$ cat src/rtl/mips_debug_loader.sv
// UART-driven program loader and run/step controller for the MIPS core.
// Optional result readback over UART TX is enabled by defining RESULT_TX_EN.
module mips_debug_loader #(
    parameter int unsigned DATA_WIDTH = 32,
    parameter int unsigned MEM_DEPTH  = 64
) (
    input  logic                  i_clock,
    input  logic                  i_reset,
    input  logic [7:0]            i_rx_data,
    input  logic                  i_rx_done,
    input  logic                  i_finish,
    input  logic [DATA_WIDTH-1:0] i_result_wb,
    input  logic                  i_tx_done,
    output logic [DATA_WIDTH-1:0] o_instruccion,
    output logic [DATA_WIDTH-1:0] o_address,
    output logic                  o_loading,
    output logic                  o_cpu_reset,
    output logic                  o_start,
    output logic                  o_step,
    output logic [7:0]            o_tx_data,
    output logic                  o_tx_start
);

    localparam int unsigned BYTES = DATA_WIDTH / 8;
    localparam int unsigned CNT_W = (BYTES > 1) ? $clog2(BYTES) : 1;
    localparam int unsigned IDX_W = (MEM_DEPTH > 1) ? $clog2(MEM_DEPTH) : 1;
    localparam int unsigned ASM_W = DATA_WIDTH - 8;

    localparam logic [7:0] CMD_LOAD = 8'h4C;
    localparam logic [7:0] CMD_RUN  = 8'h43;
    localparam logic [7:0] CMD_STEP = 8'h53;
    localparam logic [7:0] CMD_NEXT = 8'h4E;
    localparam logic [7:0] CMD_END  = 8'h45;
    localparam logic [5:0] OP_HALT  = 6'h3F;

    localparam logic [2:0] S_IDLE      = 3'd0;
    localparam logic [2:0] S_LOAD      = 3'd1;
    localparam logic [2:0] S_LOAD_DONE = 3'd2;
    localparam logic [2:0] S_RUN       = 3'd3;
    localparam logic [2:0] S_STEP      = 3'd4;
`ifdef RESULT_TX_EN
    localparam logic [2:0] S_TX        = 3'd5;
`endif

    logic [2:0]            state_q,     state_nxt;
    logic [CNT_W-1:0]      cnt_q,       cnt_nxt;
    logic [IDX_W-1:0]      idx_q,       idx_nxt;
    logic [ASM_W-1:0]      asm_q,       asm_nxt;
    logic [DATA_WIDTH-1:0] instr_q,     instr_nxt;
    logic [DATA_WIDTH-1:0] addr_q,      addr_nxt;
    logic                  loading_q,   loading_nxt;
    logic                  cpu_reset_q, cpu_reset_nxt;
    logic                  start_q,     start_nxt;
    logic                  step_q,      step_nxt;
    logic [DATA_WIDTH-1:0] word_c;

    assign word_c = {asm_q, i_rx_data};

`ifdef RESULT_TX_EN
    logic [DATA_WIDTH-1:0] tx_word_q,  tx_word_nxt;
    logic [CNT_W-1:0]      tx_idx_q,   tx_idx_nxt;
    logic                  tx_wait_q,  tx_wait_nxt;
    logic [2:0]            tx_ret_q,   tx_ret_nxt;
    logic [7:0]            tx_data_q,  tx_data_nxt;
    logic                  tx_start_q, tx_start_nxt;
`endif

    // State and output registers
    always_ff @(posedge i_clock) begin
        if (i_reset) begin
            state_q     <= S_IDLE;
            cnt_q       <= '0;
            idx_q       <= '0;
            asm_q       <= '0;
            instr_q     <= '0;
            addr_q      <= '0;
            loading_q   <= 1'b0;
            cpu_reset_q <= 1'b0;
            start_q     <= 1'b0;
            step_q      <= 1'b0;
`ifdef RESULT_TX_EN
            tx_word_q   <= '0;
            tx_idx_q    <= '0;
            tx_wait_q   <= 1'b0;
            tx_ret_q    <= S_IDLE;
            tx_data_q   <= '0;
            tx_start_q  <= 1'b0;
`endif
        end else begin
            state_q     <= state_nxt;
            cnt_q       <= cnt_nxt;
            idx_q       <= idx_nxt;
            asm_q       <= asm_nxt;
            instr_q     <= instr_nxt;
            addr_q      <= addr_nxt;
            loading_q   <= loading_nxt;
            cpu_reset_q <= cpu_reset_nxt;
            start_q     <= start_nxt;
            step_q      <= step_nxt;
`ifdef RESULT_TX_EN
            tx_word_q   <= tx_word_nxt;
            tx_idx_q    <= tx_idx_nxt;
            tx_wait_q   <= tx_wait_nxt;
            tx_ret_q    <= tx_ret_nxt;
            tx_data_q   <= tx_data_nxt;
            tx_start_q  <= tx_start_nxt;
`endif
        end
    end

    // Next-state and next-output logic
    always_comb begin
        state_nxt     = state_q;
        cnt_nxt       = cnt_q;
        idx_nxt       = idx_q;
        asm_nxt       = asm_q;
        instr_nxt     = instr_q;
        addr_nxt      = addr_q;
        loading_nxt   = loading_q;
        cpu_reset_nxt = 1'b0;
        start_nxt     = start_q;
        step_nxt      = 1'b0;
`ifdef RESULT_TX_EN
        tx_word_nxt   = tx_word_q;
        tx_idx_nxt    = tx_idx_q;
        tx_wait_nxt   = tx_wait_q;
        tx_ret_nxt    = tx_ret_q;
        tx_data_nxt   = tx_data_q;
        tx_start_nxt  = 1'b0;
`endif
        case (state_q)
            S_IDLE: begin
                if (i_rx_done) begin
                    case (i_rx_data)
                        CMD_LOAD: begin
                            state_nxt   = S_LOAD;
                            loading_nxt = 1'b1;
                            cnt_nxt     = '0;
                            idx_nxt     = '0;
                        end
                        CMD_RUN: begin
                            state_nxt = S_RUN;
                            start_nxt = 1'b1;
                            step_nxt  = 1'b1;
                        end
                        CMD_STEP: begin
                            state_nxt = S_STEP;
                            start_nxt = 1'b1;
                        end
                        default: ;
                    endcase
                end
            end
            S_LOAD: begin
                if (i_rx_done) begin
                    asm_nxt = word_c[ASM_W-1:0];
                    cnt_nxt = cnt_q + CNT_W'(1);
                    if (cnt_q == CNT_W'(BYTES - 1)) begin
                        instr_nxt = word_c;
                        addr_nxt  = DATA_WIDTH'(idx_q);
                        idx_nxt   = idx_q + IDX_W'(1);
                        // HALT opcode or last memory word ends the load
                        if (word_c[DATA_WIDTH-1 -: 6] == OP_HALT ||
                            idx_q == IDX_W'(MEM_DEPTH - 1)) begin
                            state_nxt     = S_LOAD_DONE;
                            loading_nxt   = 1'b0;
                            cpu_reset_nxt = 1'b1;
                        end
                    end
                end
            end
            S_LOAD_DONE: begin
                state_nxt = S_IDLE;
            end
            S_RUN: begin
                if (i_finish) begin
                    start_nxt = 1'b0;
                    step_nxt  = 1'b0;
`ifdef RESULT_TX_EN
                    state_nxt   = S_TX;
                    tx_ret_nxt  = S_IDLE;
                    tx_idx_nxt  = '0;
                    tx_wait_nxt = 1'b0;
`else
                    state_nxt = S_IDLE;
`endif
                end else begin
                    step_nxt = 1'b1;
                end
            end
            S_STEP: begin
                // Core completion wins over a same-cycle step request
                if (i_finish) begin
                    start_nxt = 1'b0;
                    state_nxt = S_IDLE;
                end else if (i_rx_done) begin
                    if (i_rx_data == CMD_NEXT) begin
                        step_nxt = 1'b1;
`ifdef RESULT_TX_EN
                        state_nxt   = S_TX;
                        tx_ret_nxt  = S_STEP;
                        tx_idx_nxt  = '0;
                        tx_wait_nxt = 1'b0;
`endif
                    end else if (i_rx_data == CMD_END) begin
                        start_nxt = 1'b0;
                        state_nxt = S_IDLE;
                    end
                end
            end
`ifdef RESULT_TX_EN
            S_TX: begin
                // First TX cycle samples the result; later bytes wait on tx_done
                if (!tx_wait_q) begin
                    tx_data_nxt  = i_result_wb[DATA_WIDTH-1 -: 8];
                    tx_word_nxt  = {i_result_wb[DATA_WIDTH-9:0], 8'h00};
                    tx_start_nxt = 1'b1;
                    tx_wait_nxt  = 1'b1;
                end else if (i_tx_done) begin
                    if (tx_idx_q == CNT_W'(BYTES - 1)) begin
                        state_nxt   = tx_ret_q;
                        tx_wait_nxt = 1'b0;
                    end else begin
                        tx_idx_nxt   = tx_idx_q + CNT_W'(1);
                        tx_data_nxt  = tx_word_q[DATA_WIDTH-1 -: 8];
                        tx_word_nxt  = {tx_word_q[DATA_WIDTH-9:0], 8'h00};
                        tx_start_nxt = 1'b1;
                    end
                end
            end
`endif
            default: begin
                state_nxt = S_IDLE;
            end
        endcase
    end

    assign o_instruccion = instr_q;
    assign o_address     = addr_q;
    assign o_loading     = loading_q;
    assign o_cpu_reset   = cpu_reset_q;
    assign o_start       = start_q;
    assign o_step        = step_q;

`ifdef RESULT_TX_EN
    assign o_tx_data  = tx_data_q;
    assign o_tx_start = tx_start_q;
`else
    logic unused_tx_inputs;
    assign unused_tx_inputs = ^{i_result_wb, i_tx_done};
    assign o_tx_data  = '0;
    assign o_tx_start = 1'b0;
`endif

endmodule
$ cat config.mk
export PLATFORM = sky130hd
export DESIGN_NAME = mips_debug_loader
export DESIGN_NICKNAME = d
export VERILOG_FILES = /design/src/rtl/mips_debug_loader.sv
export SDC_FILE = /design/constraint.sdc
export NUM_CORES = 1
export LEC_CHECK = 0
export CAP_MARGIN = 20
export CORE_UTILIZATION = 30
export CTS_CLUSTER_DIAMETER = 200
export DETAILED_ROUTE_END_ITERATION = 7
export PLACE_DENSITY_LB_ADDON = 0.12
export SYNTH_ARGS = -nofsm -noshare
export SYNTH_HDL_FRONTEND = slang
export SYNTH_SLANG_ARGS = --single-unit
$ cat constraint.sdc
create_clock -name i_clock -period 4.14 [get_ports i_clock]
set_input_delay 0.621 -clock i_clock [delete_from_list [all_inputs] [get_ports i_clock]]
set_output_delay 0.621 -clock i_clock [all_outputs]
set_load 0.01 [all_outputs]
==> results of run 1 <==
-- cell families (layout without fill, tap and decap cells) --
group	after synthesis	count (layout)	synth area share
xor gates and xnor gates	4	4	0.0107
adders and majority gates	2	2	0.00766
other	1	35	0.00115
DFF	77	77	0.472
AOI/OAI and AO/OA	87	87	0.155
buffers and inverters	62	75	0.114
and+or+nand+nor	178	178	0.239
-- critical path: cells and delay by family --
| kind | cells | cell delay [ps] |
|---|---|---|
| AO/OA/AOI/OAI | 1 | 120 |
| buffers and inverters | 2 | 1030 |
| AND/OR/NAND/NOR | 3 | 1070 |
-- how the worst max path moves through the flow --
stage	cells after the start	endpoint	from	slack (ps)
after floorplan	5	o_start	i_rx_data[1]	2200
after global placement	6	o_instruccion[11]	i_rx_done	1180
after detailed placement	6	o_instruccion[12]	i_rx_done	1170
after CTS	6	o_instruccion[25]	i_rx_done	1540
after global routing	6	o_instruccion[25]	i_rx_done	1330
final	6	o_instruccion[18]	i_rx_done	1560
-- flip-flops by register name (all words and copies together) (netlist names) --
| register | cells |
|---|---|
| o_instruccion | 32 |
| asm_q | 24 |
| idx_q | 6 |
| o_address | 6 |
| state_q | 3 |
| cnt_q | 2 |
| o_cpu_reset | 1 |
| o_loading | 1 |
| o_start | 1 |
| o_step | 1 |
-- per-layer routing --
| layer | up-vias | track usage | routed length (microns) |
|---|---|---|---|
| li1 | 1376 | - | - |
| met1 | 1234 | 0.189 | 3670 |
| met2 | 89 | 0.235 | 3410 |
| met3 | 9 | 0.0490 | 475 |
| met4 | 0 | 0.0437 | 92 |
| met5 | - | 0 | 0 |
-- through the flow --
stage	hold slack (ps)	setup slack [ps]	area [sq um]	power, W	instances
detailed placement	446	1170	3760	0.000814	579
finish	455	1560	3950	0.00135	594
floorplan	432	2200	3400	0.000816	445
CTS	457	1540	3950	0.00139	594
global placement	442	1180	3760	0.000814	579
global route	476	1330	3950	0.00142	594
-- power groups by stage --
stage               clock network, W  registers [W]  logic [W]
finish                      0.000557       0.000741  0.0000557
global route                0.000614       0.000741  0.0000626
CTS                         0.000590       0.000741  0.0000556
detailed placement                 0       0.000758  0.0000554
global placement                   0       0.000758  0.0000552
floorplan                          0       0.000758  0.0000583
-- final cells by class --
cell class / count / area [sq um] / share of cell area
clock inverters: 4 / 48.8 / 0.0124
repair buffers: 57 / 556 / 0.141
clock buffers: 11 / 141 / 0.0358
flip-flops and latches: 77 / 1540 / 0.390
inverters: 3 / 11.3 / 0.00285
well taps: 136 / 170 / 0.0431
multi-input cells: 306 / 1480 / 0.375
-- placed cells by master (no fill, tap or decap), types with 2 or more instances in the layout --
cell	n
a21oi_1	67
a311oi_1	2
a41oi_1	2
buf_4	4
clkbuf_8	10
clkdlybuf4s50_1	52
clkinv_2	2
conb_1	35
dfxtp_1	77
ha_1	2
inv_1	3
nand2_1	136
nand3_1	2
nand3b_1	2
nand4bb_1	2
nor2_1	18
nor3_1	3
nor3b_1	2
nor4_1	2
o2111ai_1	3
o21ai_0	2
o21ai_1	2
o21ba_2	2
xor2_1	4
==> flow_summary.html, run 1 <==
<table>
<tr><th>Metric</th><th>Value</th></tr>
<tr><th colspan="2">Outcome</th></tr>
<tr><td>Result of the run</td><td>finished clean</td></tr>
<tr><th colspan="2">Power and ir drop</th></tr>
<tr><td>Flop pwr share</td><td>0.547</td></tr>
<tr><td>Share of total power consumed by net switching</td><td>0.227</td></tr>
<tr><td>Logic pwr share</td><td>0.041</td></tr>
<tr><td>P_leak</td><td>1.34 nW</td></tr>
<tr><td>Clock network power share</td><td>0.411</td></tr>
<tr><td>Pwr per Cell Area</td><td>343 mW/mm^2</td></tr>
<tr><td>Internal Dissipation</td><td>0.00105 W</td></tr>
<tr><td>Peak VDD IR</td><td>176 uV</td></tr>
<tr><td>Switching component of the power</td><td>0.000307 W</td></tr>
<tr><th colspan="2">Finish</th></tr>
<tr><td>Number of antenna repair diodes</td><td>0</td></tr>
<tr><td>Util after Layout</td><td>0.377</td></tr>
<tr><td>Number of nets at the end of the flow</td><td>501</td></tr>
<tr><td>Area grow syn2layout</td><td>20.8%</td></tr>
<tr><td>Fraction of layout instances using a drive strength above 1</td><td>0.0655</td></tr>
<tr><td>Fill cell instance count of the final layout</td><td>1134</td></tr>
<tr><th colspan="2">Synthesis</th></tr>
<tr><td>Average instance area after synthesis</td><td>7.95 sq um</td></tr>
<tr><td>Top area cells in the synthesized netlist</td><td>dfxtp_1 47%, nand2_1 16%, a21oi_1 10%</td></tr>
<tr><td>Most frequent cells after synthesis</td><td>136 x nand2_1, 77 x dfxtp_1, 67 x a21oi_1</td></tr>
<tr><td>Cell variety after synth</td><td>42</td></tr>
<tr><td>Cell taking the most area after synthesis</td><td>dfxtp_1</td></tr>
<tr><td>Ys async rst share</td><td>0</td></tr>
<tr><td>Part of the Yosys area used for sequential elements</td><td>0.472</td></tr>
<tr><td>Number of instances in the synthesized netlist</td><td>411</td></tr>
<tr><td>Portion of synthesized cell area occupied by the leading cell type</td><td>0.472</td></tr>
<tr><td>Number of synthesized flops with an enable pin</td><td>0</td></tr>
<tr><td>Cell with the most instances after synthesis</td><td>nand2_1</td></tr>
<tr><td>Yosys reg bits</td><td>77</td></tr>
<tr><td>Yosys warning count</td><td>0</td></tr>
<tr><td>Prevailing post-synth register cell</td><td>dfxtp_1</td></tr>
<tr><td>Post-synthesis instance area</td><td>0.00327 sq mm</td></tr>
<tr><th colspan="2">Global route</th></tr>
<tr><td>Antenna violations before repair</td><td>0</td></tr>
<tr><td>Via count of the first global-routing pass</td><td>2627</td></tr>
<tr><td>Final global-route overflow total</td><td>0</td></tr>
<tr><td>Maximum number of pins on one net before global-route repair</td><td>39</td></tr>
<tr><td>Overall track demand over capacity in global routing</td><td>0.148</td></tr>
<tr><td>First-pass GRT wire length</td><td>13.1 mm</td></tr>
<tr><th colspan="2">Clock tree</th></tr>
<tr><td>Max H-tree Level</td><td>3</td></tr>
<tr><td>Clock tree from TritonCTS</td><td>done</td></tr>
<tr><td>Count of clock tree sinks</td><td>77</td></tr>
<tr><td>Post-CTS setup buffer count</td><td>0</td></tr>
<tr><td>Cts-stage hold buffer count</td><td>0</td></tr>
<tr><td>Post_cts resized</td><td>0</td></tr>
<tr><td>Clock Latency Late Sink</td><td>340 ps</td></tr>
<tr><td>Worst-case clock buffer depth</td><td>2</td></tr>
<tr><td>Root buf cell</td><td>clkbuf_8</td></tr>
<tr><td>Clock transition at the registers of the reported paths</td><td>70 ps</td></tr>
<tr><td>CTS Buf Count</td><td>9</td></tr>
<tr><th colspan="2">Die</th></tr>
<tr><td>Core area</td><td>0.0105 sq mm</td></tr>
<tr><td>Starting utilization of the core area</td><td>0.312</td></tr>
<tr><td>Overall die area</td><td>0.0113 sq mm</td></tr>
<tr><td>Chip Width</td><td>106 microns</td></tr>
<tr><td>Chip Height</td><td>106 microns</td></tr>
<tr><td>Row count</td><td>37</td></tr>
<tr><td>Top-Level Pins</td><td>122</td></tr>
<tr><th colspan="2">Min path</th></tr>
<tr><td>Hold endpoint</td><td>o_instruccion[30]</td></tr>
<tr><td>Hold/Removal Path Class</td><td>reg2reg</td></tr>
<tr><td>Hold path startpoint</td><td>o_instruccion[30]</td></tr>
<tr><td>Cell depth of the worst min-delay path</td><td>2</td></tr>
<tr><th colspan="2">STA</th></tr>
<tr><td>Crit path time final</td><td>2580 ps</td></tr>
<tr><td>Skew final</td><td>5.11 ps</td></tr>
<tr><td>Final-report hold violation count</td><td>0</td></tr>
<tr><td>Transition at the pin with the smallest max-transition slack</td><td>974 ps</td></tr>
<tr><td>Post-route clock period utilization</td><td>0.622</td></tr>
<tr><td>RSZ-0062 raised after global routing</td><td>false</td></tr>
<tr><td>Final max-slew violation count</td><td>0</td></tr>
<tr><td>Final TNS setup</td><td>0 ps</td></tr>
<tr><td>Final Setup Violations</td><td>0</td></tr>
<tr><td>Maximum operating frequency</td><td>0.388 GHz</td></tr>
<tr><td>Worst slew margin relative to its limit</td><td>0.349</td></tr>
<tr><th colspan="2">Routing</th></tr>
<tr><td>Vias per std cell</td><td>4.56</td></tr>
<tr><td>Iteration-0 DRC Markers</td><td>101</td></tr>
<tr><td>DRT antenna net count</td><td>0</td></tr>
<tr><td>Total vias in the final route</td><td>2708</td></tr>
<tr><td>Number of search-and-repair iterations in the first detailed-routing pass</td><td>4</td></tr>
<tr><td>Residual DRC</td><td>0</td></tr>
<tr><td>Detailed-route wire length</td><td>7.65 mm</td></tr>
<tr><td>Routed length per placed instance</td><td>12.9 microns</td></tr>
<tr><th colspan="2">Setup path</th></tr>
<tr><td>Source of the worst register-to-register timing path</td><td>state_q[0]</td></tr>
<tr><td>Slowest cell on the critical path</td><td>clkdlybuf4s50_1</td></tr>
<tr><td>Critical Path, Cell by Cell</td><td>clkdlybuf4s50_1 -&gt; and4bb_1 -&gt; and2_1 -&gt; buf_4 -&gt; nand2_1 -&gt; a21oi_1</td></tr>
<tr><td>Crit-path max cell delay</td><td>620 ps</td></tr>
<tr><td>Worst reg-to-reg setup slack</td><td>1870 ps</td></tr>
<tr><td>Destination of the worst register-to-register timing path</td><td>o_instruccion[18]</td></tr>
<tr><td>CP Capture Type</td><td>flip-flop</td></tr>
<tr><td>CP Launch Type</td><td>input port</td></tr>
<tr><td>Crit path required time</td><td>4410 ps</td></tr>
<tr><td>FF-to-FF path depth</td><td>5</td></tr>
<tr><td>Highest fanout seen on the critical path</td><td>26</td></tr>
<tr><td>Arrival @ worst endpoint</td><td>2850 ps</td></tr>
<tr><td>Worst Setup Path Type</td><td>in2reg</td></tr>
<tr><th colspan="2">Place</th></tr>
<tr><td>GPL Wtd Cong</td><td>0.778</td></tr>
<tr><td>IO buf count</td><td>53</td></tr>
<tr><td>Detailed-placement wirelength estimate</td><td>5.11 mm</td></tr>
<tr><th colspan="2">Job</th></tr>
<tr><td>Number of max-cap violations</td><td>0</td></tr>
</table>
Note: power is estimated with default switching activity, not from simulation.
==> run 2, diff against run 1 <==
clock period = 2.3 ns   (was 4.14 ns; I/O delays follow)
==> flow_summary.html, run 2 (synthesis results as in run 1) <==
<table>
<tr><th>Metric</th><th>Value</th></tr>
<tr><th colspan="2">Place</th></tr>
<tr><td>Total placed cells including tap cells</td><td>593</td></tr>
<tr><td>Detailed-placement wirelength estimate</td><td>5.13 mm</td></tr>
<tr><td>IO buf count</td><td>53</td></tr>
<tr><td>Cell Area, Placed</td><td>0.00388 sq mm</td></tr>
<tr><td>GPL Wtd Cong</td><td>0.806</td></tr>
<tr><th colspan="2">STA</th></tr>
<tr><td>Worst slew margin relative to its limit</td><td>0.579</td></tr>
<tr><td>Final Setup Violations</td><td>0</td></tr>
<tr><td>Post-route clock period utilization</td><td>0.819</td></tr>
<tr><td>Skew final</td><td>9.58 ps</td></tr>
<tr><td>Maximum operating frequency</td><td>0.531 GHz</td></tr>
<tr><td>Final-report hold violation count</td><td>0</td></tr>
<tr><td>RSZ-0062 raised after global routing</td><td>false</td></tr>
<tr><td>Crit path time final</td><td>1880 ps</td></tr>
<tr><td>Post-Route Hold Slack</td><td>457 ps</td></tr>
<tr><td>Final max-slew violation count</td><td>0</td></tr>
<tr><td>Transition at the pin with the smallest max-transition slack</td><td>632 ps</td></tr>
<tr><td>Final TNS setup</td><td>0 ps</td></tr>
<tr><th colspan="2">Die</th></tr>
<tr><td>Starting utilization of the core area</td><td>0.312</td></tr>
<tr><td>Chip Height</td><td>106 microns</td></tr>
<tr><td>Top-Level Pins</td><td>122</td></tr>
<tr><td>Chip Width</td><td>106 microns</td></tr>
<tr><td>Core area</td><td>0.0105 sq mm</td></tr>
<tr><td>Overall die area</td><td>0.0113 sq mm</td></tr>
<tr><td>Row count</td><td>37</td></tr>
<tr><th colspan="2">Global route</th></tr>
<tr><td>Antenna violations before repair</td><td>0</td></tr>
<tr><td>Final global-route overflow total</td><td>0</td></tr>
<tr><td>Overall track demand over capacity in global routing</td><td>0.145</td></tr>
<tr><td>Via count of the first global-routing pass</td><td>2587</td></tr>
<tr><td>Maximum number of pins on one net before global-route repair</td><td>44</td></tr>
<tr><td>First-pass GRT wire length</td><td>13.0 mm</td></tr>
<tr><th colspan="2">Routing</th></tr>
<tr><td>Vias per std cell</td><td>4.52</td></tr>
<tr><td>Iteration-0 DRC Markers</td><td>75</td></tr>
<tr><td>Routed length per placed instance</td><td>12.6 microns</td></tr>
<tr><td>Number of search-and-repair iterations in the first detailed-routing pass</td><td>5</td></tr>
<tr><td>Residual DRC</td><td>0</td></tr>
<tr><td>Total vias in the final route</td><td>2749</td></tr>
<tr><td>Detailed-route wire length</td><td>7.66 mm</td></tr>
<tr><td>DRT antenna net count</td><td>0</td></tr>
<tr><th colspan="2">Setup path</th></tr>
<tr><td>FF-to-FF path depth</td><td>6</td></tr>
<tr><td>Arrival @ worst endpoint</td><td>2140 ps</td></tr>
<tr><td>Worst path depth</td><td>6</td></tr>
<tr><td>CP Capture Type</td><td>flip-flop</td></tr>
<tr><td>Gate family responsible for the most delay along the worst path</td><td>compound AO/OA/AOI/OAI gates</td></tr>
<tr><td>Crit path required time</td><td>2560 ps</td></tr>
<tr><td>CP Launch Type</td><td>input port</td></tr>
<tr><td>Slowest cell on the critical path</td><td>clkdlybuf4s50_1</td></tr>
<tr><td>Critical Path, Cell by Cell</td><td>clkdlybuf4s50_1 -&gt; or3b_4 -&gt; o41a_4 -&gt; nor2_4 -&gt; a21oi_1 -&gt; a311oi_1</td></tr>
<tr><td>Highest fanout seen on the critical path</td><td>4</td></tr>
<tr><td>Worst Setup Path Type</td><td>in2reg</td></tr>
<tr><td>Crit-path max cell delay</td><td>470 ps</td></tr>
<tr><td>WP buf/inv</td><td>1</td></tr>
<tr><th colspan="2">Finish</th></tr>
<tr><td>Most common cell after layout, fill and taps aside</td><td>nand2_1</td></tr>
<tr><td>Final standard cell area without fillers</td><td>0.00406 sq mm</td></tr>
<tr><td>Layout Cells excl Fill</td><td>608</td></tr>
<tr><td>Flip-flop count of the largest register after layout</td><td>32</td></tr>
<tr><td>Fraction of layout instances using a drive strength above 1</td><td>0.0953</td></tr>
<tr><td>Number of antenna repair diodes</td><td>0</td></tr>
<tr><td>Highest-count cells in the layout ignoring fill and taps</td><td>136 x nand2_1, 77 x dfxtp_1, 67 x a21oi_1</td></tr>
<tr><td>Area grow syn2layout</td><td>24.2%</td></tr>
<tr><td>Number of nets at the end of the flow</td><td>515</td></tr>
<tr><th colspan="2">Power and ir drop</th></tr>
<tr><td>Flop pwr share</td><td>0.551</td></tr>
<tr><td>P_leak</td><td>1.41 nW</td></tr>
<tr><td>Logic pwr share</td><td>0.046</td></tr>
<tr><td>Share of total power consumed by net switching</td><td>0.238</td></tr>
<tr><td>Switching component of the power</td><td>0.000575 W</td></tr>
<tr><td>Peak VDD IR</td><td>287 uV</td></tr>
<tr><td>Pwr per Cell Area</td><td>596 mW/mm^2</td></tr>
<tr><td>Internal Dissipation</td><td>0.00184 W</td></tr>
<tr><td>Clock network power share</td><td>0.403</td></tr>
<tr><th colspan="2">Job</th></tr>
<tr><td>Number of max-cap violations</td><td>0</td></tr>
<tr><th colspan="2">Clock tree</th></tr>
<tr><td>CTS Buf Count</td><td>9</td></tr>
<tr><td>Clock transition at the registers of the reported paths</td><td>80 ps</td></tr>
<tr><td>Worst-case clock buffer depth</td><td>2</td></tr>
<tr><td>Cts-stage hold buffer count</td><td>0</td></tr>
<tr><td>Count of clock tree sinks</td><td>77</td></tr>
<tr><td>Max H-tree Level</td><td>3</td></tr>
<tr><td>Clock tree from TritonCTS</td><td>done</td></tr>
<tr><td>Post_cts resized</td><td>0</td></tr>
<tr><td>Clock Latency Late Sink</td><td>350 ps</td></tr>
<tr><td>Post-CTS setup buffer count</td><td>0</td></tr>
<tr><td>Root buf cell</td><td>clkbuf_8</td></tr>
<tr><th colspan="2">Outcome</th></tr>
<tr><td>Result of the run</td><td>finished clean</td></tr>
<tr><th colspan="2">Min path</th></tr>
<tr><td>Hold/Removal Path Class</td><td>reg2reg</td></tr>
<tr><td>Cell depth of the worst min-delay path</td><td>2</td></tr>
</table>
run 2: cell types whose count changed in the layout (fill, tap and decap cells not counted):
cell,delta
buf_4,+13
clkbuf_8,+2
buf_12,+1
bufinv_16,-1
clkbuf_1,-1
clkinv_4,-1
inv_6,+1
run 2: worst paths after layout:
check | from | to | slack, ps
worst max-delay path | i_rx_data[2] | state_q[0] | 420
worst min-delay path | asm_q[17] | asm_q[17] | 460
worst max register to register | state_q[0] | idx_q[4] | 620
worst min register to register | asm_q[17] | asm_q[17] | 460
run 2: worst register-to-register path, delay by kind of cell, from the launching register on:
family	cells	cell delay (ps)
flops	1	440
compound gates	1	120
simple gates	3	680
xor+xnor	1	150
buf+inv	1	200
run 2: routing by layer:
layer  vias to the layer above  wire [microns]  track usage
met5                         -               0            0
met4                         0              81       0.0466
li1                       1402               -            -
met3                        11             363       0.0411
met1                      1259            3900        0.199
met2                        77            3320        0.216
run 2: layout make-up:
| class | instances | area, sq um |
|---|---|---|
| inverters | 3 | 11.3 |
| clock buffers | 12 | 165 |
| multi-input cells | 306 | 1480 |
| clock inverters | 3 | 18.8 |
| repair buffers | 71 | 673 |
| fillers | 1140 | 6400 |
| well taps | 136 | 170 |
| flip-flops and latches | 77 | 1540 |
run 2: power groups by stage:
stage	logic (W)	registers, W	clock network, W
after detailed placement	0.000111	0.00137	0
after global placement	0.000110	0.00137	0
after global routing	0.000123	0.00133	0.00107
after floorplan	0.000105	0.00136	0
after CTS	0.000111	0.00133	0.00102
final	0.000111	0.00133	0.000975
run 2: per-stage QoR:
| stage | utilization | power, W | worst slack (ps) |
|---|---|---|---|
| after floorplan | - | 0.00147 | 636 |
| after global placement | 0.370 | 0.00147 | 70.5 |
| after detailed placement | 0.370 | 0.00148 | 67.7 |
| after CTS | 0.388 | 0.00246 | 436 |
| after global routing | 0.388 | 0.00253 | 279 |
| final | 0.388 | 0.00242 | 415 |
==> run 3, diff against run 2 <==
clock period = 1.7 ns   (was 2.3 ns; I/O delays follow)
==> flow_summary.html, run 3 (synthesis results as in run 1) <==
<table>
<tr><th>Metric</th><th>Value</th></tr>
<tr><th colspan="2">Power and ir drop</th></tr>
<tr><td>P_leak</td><td>1.57 nW</td></tr>
<tr><td>Peak VDD IR</td><td>304 uV</td></tr>
<tr><td>Pwr per Cell Area</td><td>776 mW/mm^2</td></tr>
<tr><th colspan="2">Finish</th></tr>
<tr><td>Number of nets at the end of the flow</td><td>536</td></tr>
<tr><td>Highest-count cells in the layout ignoring fill and taps</td><td>136 x nand2_1, 77 x dfxtp_1, 67 x a21oi_1</td></tr>
<tr><td>Flip-flop count of the largest register after layout</td><td>32</td></tr>
<tr><td>Util after Layout</td><td>0.411</td></tr>
<tr><td>Area grow syn2layout</td><td>31.5%</td></tr>
<tr><td>Most common cell after layout, fill and taps aside</td><td>nand2_1</td></tr>
<tr><td>Fraction of layout instances using a drive strength above 1</td><td>0.148</td></tr>
<tr><td>Number of antenna repair diodes</td><td>0</td></tr>
<tr><th colspan="2">STA</th></tr>
<tr><td>Post-route clock period utilization</td><td>0.963</td></tr>
<tr><td>Skew final</td><td>5.65 ps</td></tr>
<tr><td>Final Setup Violations</td><td>0</td></tr>
<tr><td>Post-layout worst setup margin</td><td>62.1 ps</td></tr>
<tr><td>Transition at the pin with the smallest max-transition slack</td><td>726 ps</td></tr>
<tr><td>Post-Route Hold Slack</td><td>259 ps</td></tr>
<tr><td>Worst slew margin relative to its limit</td><td>0.516</td></tr>
<tr><td>Maximum operating frequency</td><td>0.611 GHz</td></tr>
<tr><td>Final-report hold violation count</td><td>0</td></tr>
<tr><td>Crit path time final</td><td>1640 ps</td></tr>
<tr><td>Final max-slew violation count</td><td>0</td></tr>
<tr><th colspan="2">Outcome</th></tr>
<tr><td>Result of the run</td><td>finished clean</td></tr>
<tr><th colspan="2">Die</th></tr>
<tr><td>Row count</td><td>37</td></tr>
<tr><td>Overall die area</td><td>0.0113 sq mm</td></tr>
<tr><td>Starting utilization of the core area</td><td>0.312</td></tr>
<tr><td>Chip Height</td><td>106 microns</td></tr>
<tr><td>Chip Width</td><td>106 microns</td></tr>
<tr><td>Core area</td><td>0.0105 sq mm</td></tr>
<tr><td>Top-Level Pins</td><td>122</td></tr>
<tr><th colspan="2">Clock tree</th></tr>
<tr><td>Clock tree from TritonCTS</td><td>done</td></tr>
<tr><td>Worst-case clock buffer depth</td><td>2</td></tr>
<tr><td>Count of clock tree sinks</td><td>77</td></tr>
<tr><td>Root buf cell</td><td>clkbuf_8</td></tr>
<tr><td>CTS Buf Count</td><td>9</td></tr>
<tr><td>Max H-tree Level</td><td>3</td></tr>
<tr><td>Cts-stage hold buffer count</td><td>0</td></tr>
<tr><td>Clock transition at the registers of the reported paths</td><td>80 ps</td></tr>
<tr><td>Clock Latency Late Sink</td><td>340 ps</td></tr>
<tr><th colspan="2">Setup path</th></tr>
<tr><td>Arrival @ worst endpoint</td><td>1880 ps</td></tr>
<tr><td>Worst Setup Path Type</td><td>in2reg</td></tr>
<tr><td>Crit path required time</td><td>1950 ps</td></tr>
<tr><td>CP Launch Type</td><td>input port</td></tr>
<tr><td>CP Capture Type</td><td>flip-flop</td></tr>
<tr><td>Highest fanout seen on the critical path</td><td>8</td></tr>
<tr><th colspan="2">Global route</th></tr>
<tr><td>Antenna violations before repair</td><td>0</td></tr>
<tr><td>Maximum number of pins on one net before global-route repair</td><td>34</td></tr>
<tr><td>Overall track demand over capacity in global routing</td><td>0.148</td></tr>
<tr><td>Via count of the first global-routing pass</td><td>2721</td></tr>
<tr><td>Final global-route overflow total</td><td>0</td></tr>
<tr><td>First-pass GRT wire length</td><td>13.2 mm</td></tr>
<tr><th colspan="2">Place</th></tr>
<tr><td>GPL Wtd Cong</td><td>0.832</td></tr>
<tr><td>Worst setup timing slack at the placement stage</td><td>-427 ps</td></tr>
<tr><td>Detailed-placement wirelength estimate</td><td>5.57 mm</td></tr>
<tr><td>IO buf count</td><td>53</td></tr>
<tr><th colspan="2">Routing</th></tr>
<tr><td>Vias per std cell</td><td>4.54</td></tr>
<tr><td>Number of search-and-repair iterations in the first detailed-routing pass</td><td>4</td></tr>
<tr><td>Residual DRC</td><td>0</td></tr>
<tr><td>DRT antenna net count</td><td>0</td></tr>
<tr><td>Detailed-route wire length</td><td>8.01 mm</td></tr>
<tr><td>Iteration-0 DRC Markers</td><td>111</td></tr>
<tr><td>Total vias in the final route</td><td>2853</td></tr>
<tr><td>Routed length per placed instance</td><td>12.7 microns</td></tr>
<tr><th colspan="2">Min path</th></tr>
<tr><td>Hold/Removal Path Class</td><td>in2reg</td></tr>
<tr><th colspan="2">Job</th></tr>
<tr><td>Number of max-cap violations</td><td>0</td></tr>
</table>
==> run 3: cell types whose count changed in the layout (fill, tap and decap cells not counted), moves of 2 or more <==
cell / delta
clkinvlp_4: +2
buf_4: +19
o21ai_1: +2
o21ai_0: -2
clkdlybuf4s50_1: -7
dlymetal6s2s_1: +5
clkbuf_8: -3
dlygate4sd2_1: +2
==> run 3: cell type report <==
type / count / area (sq um)
Tap cell: 136 / 170
Fill cell: 1147 / 6170
Clock inverter: 6 / 63.8
Sequential cell: 77 / 1540
Clock buffer: 9 / 124
Timing Repair Buffer: 92 / 857
Multi-Input combinational cell: 306 / 1530
Inverter: 3 / 11.3
==> run 3: worst paths after layout <==
kind / from / end / slack, ps / cells past startpoint
setup / recovery: i_rx_data[3] / idx_q[4] / 60 / 7
hold / removal: i_rx_data[5] / o_instruccion[5] / 260 / 3
setup reg to reg: state_q[2] / idx_q[4] / 90 / 7
hold reg to reg: o_instruccion[18] / o_instruccion[18] / 460 / 2
==> run 3: critical path: stages <==
cell,delay (ps)
clkdlybuf4s50_1,630
nand2b_1,220
nor4b_4,260
buf_6,170
o2111ai_2,120
xor2_1,180
nor2_1,50
==> run 3: metal layers <==
metal  GRT usage  wire length (microns)  up-vias
met5           0                      0        -
met3      0.0282                    326        9
met2       0.239                   3620       77
li1            -                      -     1439
met1       0.195                   3960     1328
met4      0.0546                     99        0
==> run 3: repair_timing <==
action / CTS / global route
setup endpoints to repair: 5 / 31
resized for setup: 4 / 13
pin swaps: 1 / 8
buffers inserted: 1 / 0
==> run 3: report_power, final <==
group | total (W) | switching (W) | internal (W)
sequential | 0.00180 | 0.00000102 | 0.00180
combinational | 0.000173 | 0.000109 | 0.0000647
clock | 0.00136 | 0.000688 | 0.000670
total | 0.00334 | 0.000798 | 0.00254
==> run 3: stage by stage <==
step	setup TNS [ps]	cells	cell area (sq um)	total power [W]
final	0	629	4300	0.00334
after global routing	-23.9	629	4300	0.00348
after CTS	-0.0786	629	4240	0.00338
after detailed placement	-19820	613	4040	0.00202
after global placement	-16430	613	4040	0.00202
after floorplan	0	445	3400	0.00199
